<file path="src/rtl/lcd_pkg.sv">
`default_nettype none
// +-----------------------------------------------------------------------+
// | lcd_pkg : shared states, HD44780 constants and helpers for the writer |
// | Rev 1.0                                                               |
// +-----------------------------------------------------------------------+
package lcd_pkg;

    typedef enum logic [2:0] {
        ST_PWR_WAIT  = 3'd0,
        ST_INIT_WR   = 3'd1,
        ST_INIT_WAIT = 3'd2,
        ST_IDLE      = 3'd3,
        ST_SETUP     = 3'd4,
        ST_E_HIGH    = 3'd5,
        ST_GAP       = 3'd6,
        ST_EXEC_WAIT = 3'd7
    } lcd_state_t;

    localparam logic [7:0] LCD_CMD_CLEAR = 8'h01;
    localparam logic [7:0] LCD_CMD_HOME  = 8'h02;
    localparam logic [3:0] LCD_INIT_NIB  = 4'h3;
    localparam logic [3:0] LCD_FUNC4_NIB = 4'h2;

    // Clear and home (plus the 0x03 home alias) differ only in bits [1:0].
    function automatic logic is_slow_cmd(input logic rs, input logic [7:0] data);
        return !rs && ((data >> 2) == ((LCD_CMD_CLEAR | LCD_CMD_HOME) >> 2));
    endfunction

    function automatic int max_int(input int a, input int b);
        return (a > b) ? a : b;
    endfunction

endpackage
`default_nettype wire

</file>
<file path="src/rtl/lcd_delay_counter.sv">
`default_nettype none
// +-----------------------------------------------------------------------+
// | lcd_delay_counter : loadable down-counter with zero flag              |
// | Rev 1.0                                                               |
// +-----------------------------------------------------------------------+
module lcd_delay_counter #(
    parameter int               WIDTH     = 8,
    parameter logic [WIDTH-1:0] RESET_VAL = '0
) (
    input  logic             clk,
    input  logic             reset,
    input  logic             load,
    input  logic [WIDTH-1:0] load_val,
    output logic             zero
);

    logic [WIDTH-1:0] r_count;

    always_ff @(posedge clk or posedge reset) begin
        if (reset) begin
            r_count <= RESET_VAL;
        end else if (load) begin
            r_count <= load_val;
        end else if (r_count != '0) begin
            r_count <= r_count - 1'b1;
        end
    end

    assign zero = (r_count == '0);

endmodule
`default_nettype wire

</file>
<file path="src/rtl/lcd_timed_writer.sv">
`default_nettype none
// +-----------------------------------------------------------------------+
// | lcd_timed_writer : timed HD44780 byte writer with optional power-on   |
// | initialisation, 4- or 8-bit bus.                       Rev 1.0        |
// +-----------------------------------------------------------------------+
module lcd_timed_writer #(
    parameter int BUS_8BIT       = 0,
    parameter int SETUP_CYC      = 2,
    parameter int E_PULSE_CYC    = 12,
    parameter int NIBBLE_GAP_CYC = 50,
    parameter int EXEC_CYC       = 2000,
    parameter int SLOW_EXEC_CYC  = 82000,
    parameter int INIT_EN        = 1,
    parameter int POWERUP_CYC    = 750000,
    parameter int INIT_W1_CYC    = 205000,
    parameter int INIT_W2_CYC    = 5000
) (
    input  logic                                clk,
    input  logic                                reset,
    input  logic [7:0]                          data_in,
    input  logic                                rs,
    input  logic                                send,
    output logic                                busy,
    output logic                                init_done,
    output logic                                lcd_rs,
    output logic                                lcd_rw,
    output logic                                lcd_e,
    output logic [((BUS_8BIT != 0) ? 8 : 4)-1:0] lcd_data
);
    import lcd_pkg::*;

    localparam int c_dw = (BUS_8BIT != 0) ? 8 : 4;
    localparam int c_max_delay = max_int(
        max_int(max_int(SETUP_CYC, E_PULSE_CYC), max_int(NIBBLE_GAP_CYC, EXEC_CYC)),
        max_int(max_int(SLOW_EXEC_CYC, POWERUP_CYC), max_int(INIT_W1_CYC, INIT_W2_CYC)));
    localparam int c_cw = $clog2(c_max_delay) + 1;

    localparam logic [c_cw-1:0] c_ld_setup = c_cw'(SETUP_CYC - 1);
    localparam logic [c_cw-1:0] c_ld_e     = c_cw'(E_PULSE_CYC - 1);
    localparam logic [c_cw-1:0] c_ld_gap   = c_cw'(NIBBLE_GAP_CYC - 1);
    localparam logic [c_cw-1:0] c_ld_exec  = c_cw'(EXEC_CYC - 1);
    localparam logic [c_cw-1:0] c_ld_slow  = c_cw'(SLOW_EXEC_CYC - 1);
    localparam logic [c_cw-1:0] c_ld_w1    = c_cw'(INIT_W1_CYC - 1);
    localparam logic [c_cw-1:0] c_ld_w2    = c_cw'(INIT_W2_CYC - 1);
    localparam logic [c_cw-1:0] c_ld_pwr   = (INIT_EN != 0) ? c_cw'(POWERUP_CYC - 1) : '0;
    localparam logic [1:0]      c_last_step = (BUS_8BIT != 0) ? 2'd2 : 2'd3;

    lcd_state_t        r_state;
    logic              r_busy;
    logic              r_init_done;
    logic              r_e;
    logic              r_rs;
    logic [c_dw-1:0]   r_data;
    logic [c_dw-1:0]   r_low;
    logic              r_slow;
    logic              r_second;
    logic [1:0]        r_init_step;
    logic              w_zero;
    logic              w_load;
    logic [c_cw-1:0]   w_load_val;
    logic [c_dw-1:0]   w_first;
    logic [c_dw-1:0]   w_second;
    logic [c_dw-1:0]   w_init_val;

    if (BUS_8BIT != 0) begin : g_bus8
        assign w_first    = data_in;
        assign w_second   = data_in;
        assign w_init_val = {LCD_INIT_NIB, 4'h0};
    end else begin : g_bus4
        assign w_first    = data_in[7:4];
        assign w_second   = data_in[3:0];
        assign w_init_val = (r_init_step == 2'd3) ? LCD_FUNC4_NIB : LCD_INIT_NIB;
    end

    lcd_delay_counter #(
        .WIDTH     (c_cw),
        .RESET_VAL (c_ld_pwr)
    ) u_delay (
        .clk      (clk),
        .reset    (reset),
        .load     (w_load),
        .load_val (w_load_val),
        .zero     (w_zero)
    );

    // Length of the phase being entered, loaded on the same edge as the state change.
    always_comb begin
        w_load     = 1'b0;
        w_load_val = '0;
        case (r_state)
            ST_INIT_WR: begin
                w_load     = 1'b1;
                w_load_val = c_ld_setup;
            end
            ST_IDLE: begin
                if (send) begin
                    w_load     = 1'b1;
                    w_load_val = c_ld_setup;
                end
            end
            ST_SETUP: begin
                if (w_zero) begin
                    w_load     = 1'b1;
                    w_load_val = c_ld_e;
                end
            end
            ST_E_HIGH: begin
                if (w_zero) begin
                    w_load = 1'b1;
                    if (!r_init_done) begin
                        case (r_init_step)
                            2'd0:    w_load_val = c_ld_w1;
                            2'd1:    w_load_val = c_ld_w2;
                            default: w_load_val = c_ld_exec;
                        endcase
                    end else if (!r_second) begin
                        w_load_val = c_ld_gap;
                    end else begin
                        w_load_val = r_slow ? c_ld_slow : c_ld_exec;
                    end
                end
            end
            ST_GAP: begin
                if (w_zero) begin
                    w_load     = 1'b1;
                    w_load_val = c_ld_setup;
                end
            end
            default: ;
        endcase
    end

    always_ff @(posedge clk or posedge reset) begin
        if (reset) begin
            r_state     <= ST_PWR_WAIT;
            r_busy      <= 1'b1;
            r_init_done <= 1'b0;
            r_e         <= 1'b0;
            r_rs        <= 1'b0;
            r_data      <= '0;
            r_low       <= '0;
            r_slow      <= 1'b0;
            r_second    <= 1'b0;
            r_init_step <= 2'd0;
        end else begin
            case (r_state)
                ST_PWR_WAIT: begin
                    if (INIT_EN == 0) begin
                        r_state     <= ST_IDLE;
                        r_busy      <= 1'b0;
                        r_init_done <= 1'b1;
                    end else if (w_zero) begin
                        r_state <= ST_INIT_WR;
                    end
                end
                ST_INIT_WR: begin
                    r_rs     <= 1'b0;
                    r_data   <= w_init_val;
                    r_second <= 1'b1;
                    r_state  <= ST_SETUP;
                end
                ST_INIT_WAIT: begin
                    if (w_zero) begin
                        if (r_init_step == c_last_step) begin
                            r_state     <= ST_IDLE;
                            r_busy      <= 1'b0;
                            r_init_done <= 1'b1;
                        end else begin
                            r_init_step <= r_init_step + 2'd1;
                            r_state     <= ST_INIT_WR;
                        end
                    end
                end
                ST_IDLE: begin
                    if (send) begin
                        r_busy   <= 1'b1;
                        r_rs     <= rs;
                        r_data   <= w_first;
                        r_low    <= w_second;
                        r_slow   <= is_slow_cmd(rs, data_in);
                        r_second <= (BUS_8BIT != 0);
                        r_state  <= ST_SETUP;
                    end
                end
                ST_SETUP: begin
                    if (w_zero) begin
                        r_e     <= 1'b1;
                        r_state <= ST_E_HIGH;
                    end
                end
                ST_E_HIGH: begin
                    if (w_zero) begin
                        r_e <= 1'b0;
                        if (!r_init_done) begin
                            r_state <= ST_INIT_WAIT;
                        end else if (!r_second) begin
                            r_state <= ST_GAP;
                        end else begin
                            r_state <= ST_EXEC_WAIT;
                        end
                    end
                end
                ST_GAP: begin
                    if (w_zero) begin
                        r_data   <= r_low;
                        r_second <= 1'b1;
                        r_state  <= ST_SETUP;
                    end
                end
                ST_EXEC_WAIT: begin
                    if (w_zero) begin
                        r_state <= ST_IDLE;
                        r_busy  <= 1'b0;
                    end
                end
                default: r_state <= ST_PWR_WAIT;
            endcase
        end
    end

    assign busy      = r_busy;
    assign init_done = r_init_done;
    assign lcd_rs    = r_rs;
    assign lcd_rw    = 1'b0;
    assign lcd_e     = r_e;
    assign lcd_data  = r_data;

endmodule
`default_nettype wire

</file>
<file path="config.mk">
export PLATFORM = sky130hd
export DESIGN_NAME = lcd_timed_writer
export DESIGN_NICKNAME = d
export VERILOG_FILES = /design/src/rtl/lcd_pkg.sv /design/src/rtl/lcd_delay_counter.sv /design/src/rtl/lcd_timed_writer.sv
export SDC_FILE = /design/constraint.sdc
export NUM_CORES = 1
export LEC_CHECK = 0
export CAP_MARGIN = 0
export CORE_MARGIN = 1
export CORE_UTILIZATION = 50
export CTS_CLUSTER_SIZE = 16
export DETAILED_ROUTE_END_ITERATION = 8
export PLACE_DENSITY = 0.7
export SLEW_MARGIN = 20
export SYNTH_ARGS = -nofsm -noshare
export SYNTH_HDL_FRONTEND = slang
export SYNTH_SLANG_ARGS = --single-unit
</file>
<file path="constraint.sdc">
create_clock -name clk -period 3.34 [get_ports clk]
set_input_delay 0.334 -clock clk [delete_from_list [all_inputs] [get_ports clk]]
set_output_delay 0.334 -clock clk [all_outputs]
set_load 0.01 [all_outputs]
</file>
==> qor.txt <==
IO buf count - 19
Via-to-Cell Ratio - 5.92
Area Overhead vs Synth - 12.6%
Fin. Hold Viols - 0
Post-Route Setup TNS - 0 ns
n_diodes - 0
CP top delay family - simple AND/OR/NAND/NOR gates
global routing usage on met3 - 5.98%
GRT Max-Usage Layer - met2
CP endpoint kind - flip-flop
global-route wire length before repair - 8900 microns
P_leak - 0.00113 uW
met2 usage - 36.5%
CTS Sinks - 40
# hold bufs at CTS - 0
most frequent cells in the layout - nand2_1, dfrtp_1, clkdlybuf4s50_1
Post-DP HPWL - 3700 microns
layout cell share with drive strength beyond 1 - 13.4%
post-synthesis sequential area ratio - 43.3%
leading area contributor after synthesis - dfrtp_1
Reg power frac - 57.2%
core area - 0.00444 sq mm
Net Switching - 181 uW
post-route cell area - 0.00265 sq mm
RSZ-0062 raised after global routing - no
most common cell after layout, fill and taps aside - nand2_1
Ys Warns - 0
r2r setup slk - 0.61 ns
Pwr Density - 320 mW/mm^2
gr ovfl total - 0
crit-path max FO - 13
Critical Path RT - 3.52 ns
internal power - 666 uW
WP buf/inv - 1
antenna violations before repair - 0
Crit path largest cell delay - 0.53 ns
largest net degree at the start of global routing - 41
CP Cell Sequence - inv_1 -> ha_1 -> or4b_4 -> or3_4 -> nor4_4 -> or2_4 -> mux2_4
status - finished, final reports clean
nets - 286
Avg Inst Size Synth - 9.42 sq um
Crit Path Class - flip-flop to flip-flop
Reg-to-Reg Start - u_delay.r_count[0]$_DFFE_PP1P_
Inserted Clock Buffers - 5
WP data arrival - 2.91 ns
reg-to-reg endpoint - lcd_data[0]$_DFFE_PP0P_
via count - 1901
ANT nets after route - 0
crit share post-route - 81.8%
Final GP Congestion - 0.807
vias in the first global route - 1822
clk_skew - 0.00781 ns
htree depth - 2
R2R depth - 7
Max Cap Viol - 0
WL/cell - 16.2 microns
Fmax - 366 MHz
num ports - 21
post-synth top area share - 27.6%
asr flop ratio synth - 100%
1st-iter DRT viols - 138
Post-CTS Setup Inserts - 0
drt total wl - 5210 microns
Synth Register Bits - 40
Least-Margin Pin Slew - 0.897 ns
Clk Latency, worst-skew pair - 0.30 ns
Max Slew Vio Count - 0
Cells after Synth - 250
CTS tree - built
Startpoint Class - flip-flop
GRT met1 Usage - 31.3%
Sw Share - 21.4%
Clock power frac - 39.7%
GRT Total Usage - 23.3%
Initial Util - 53.0%
combinational power share - 3.1%
Post-synth EDFFs - 0
Hold Path Class - primary input to async pin
Die Area - 0.00499 sq mm
top_reg_cell synth - dfrtp_1
die height - 70.6 microns
min cycle time layout - 2.73 ns
maximum VDD drop - 215 uV
Crit-path slowest cell - or4b_4
CTS max path bufs - 2
drt first pass iters - 6
CTS clock-pin slew for the worst setup and hold paths - 0.08 ns
Yosys cell types - 54
Rel. slew slack - 39.9%
Residual DRC - 0
Mapped Area - 0.00235 sq mm
row count - 24
DP Area - 0.00256 sq mm
fillers - 395
Root Driver - clkbuf_8
Mapped Nets - 268
main area contributors after synthesis - dfrtp_1, dfstp_2, nand2_1
# setup viols final - 0
Die X - 70.6 microns
PostCTS Resize Cnt - 0
how the worst max path moves through the flow:
stage | cells after the start | to | slack (ns) | startpoint
global placement | 7 | lcd_data[0]$_DFFE_PP0P_ | 0.69 | u_delay.r_count[0]$_DFFE_PP1P_
detailed placement | 7 | lcd_data[0]$_DFFE_PP0P_ | 0.64 | u_delay.r_count[0]$_DFFE_PP1P_
global route | 7 | lcd_data[0]$_DFFE_PP0P_ | 0.49 | u_delay.r_count[0]$_DFFE_PP1P_
floorplan | 9 | lcd_data[0]$_DFFE_PP0P_ | 0.72 | u_delay.r_count[0]$_DFFE_PP1P_
CTS | 7 | lcd_data[0]$_DFFE_PP0P_ | 0.62 | u_delay.r_count[0]$_DFFE_PP1P_
finish | 7 | lcd_data[0]$_DFFE_PP0P_ | 0.61 | u_delay.r_count[0]$_DFFE_PP1P_
tightest hold or removal path, stage by stage:
cell	delay (ns)
clkdlybuf4s50_1	0.39
inv_1	0.05
buf_4	0.43
through the flow:
step                power (uW)  hold WS (ns)  setup WS (ns)  std cells  util, %
finish                     847         0.457          0.607        321     59.7
global placement           520         0.460          0.686        313     57.6
global route               884         0.508          0.490        321     59.7
detailed placement         520         0.462          0.637        313     57.6
floorplan                  503         0.427          0.720        250        -
CTS                        858         0.480          0.616        321     59.7
cells in the mapped netlist, drive strengths merged, types with 6 or more instances:
cell    count
ha          6
xor2       12
o21ai      14
dfrtp      26
nor3        9
nor2       18
dfstp      14
clkbuf      6
inv        12
nand3       6
a21oi      11
nor4       10
nand2      40
area by class of cell:
| type | instances | area [sq um] | area share (%) |
|---|---|---|---|
| Sequential cell | 40 | 1020 | 38.4 |
| Timing Repair Buffer | 21 | 205 | 7.74 |
| Inverter | 12 | 45.0 | 1.70 |
| Tap cell | 52 | 65.1 | 2.45 |
| Multi-Input combinational cell | 188 | 1230 | 46.3 |
| Clock buffer | 8 | 90.1 | 3.40 |
cells by family (layout without fill, tap and decap cells):
logic type,Yosys count,in the layout,synth area share [%]
muxes,5,5,2.60
buffers and inverters,22,41,4.62
adders and majority gates,6,6,3.19
DFF,40,40,43.3
and+or+nand+nor,102,102,23.4
AOI/OAI and AO/OA,58,58,16.8
other,1,1,0.159
xor gates and xnor gates,16,16,5.95
layer usage:
metal	vias up	part of all wire, %
li1	929	-
met1	920	47
met2	43	48
met3	9	3.5
met4	0	1.7
met5	-	0
flip-flops by register name (all words and copies together), names as in the netlist:
| register | cells |
|---|---|
| u_delay.r_count | 21 |
| lcd_data | 4 |
| r_low | 4 |
| r_state | 3 |
| r_init_step | 2 |
| busy | 1 |
| init_done | 1 |
| lcd_e | 1 |
| lcd_rs | 1 |
| r_second | 1 |
| r_slow | 1 |
power groups by stage:
stage | clock network (uW) | registers (uW) | logic (uW)
3_5_place_dp | 0 | 494 | 26.7
6_report | 337 | 485 | 25.9
5_1_grt | 370 | 485 | 29.7
4_1_cts | 347 | 485 | 26.8
3_3_place_gp | 0 | 494 | 26.6
2_1_floorplan | 0 | 494 | 9.11
Power figures use the tool's default switching activity.
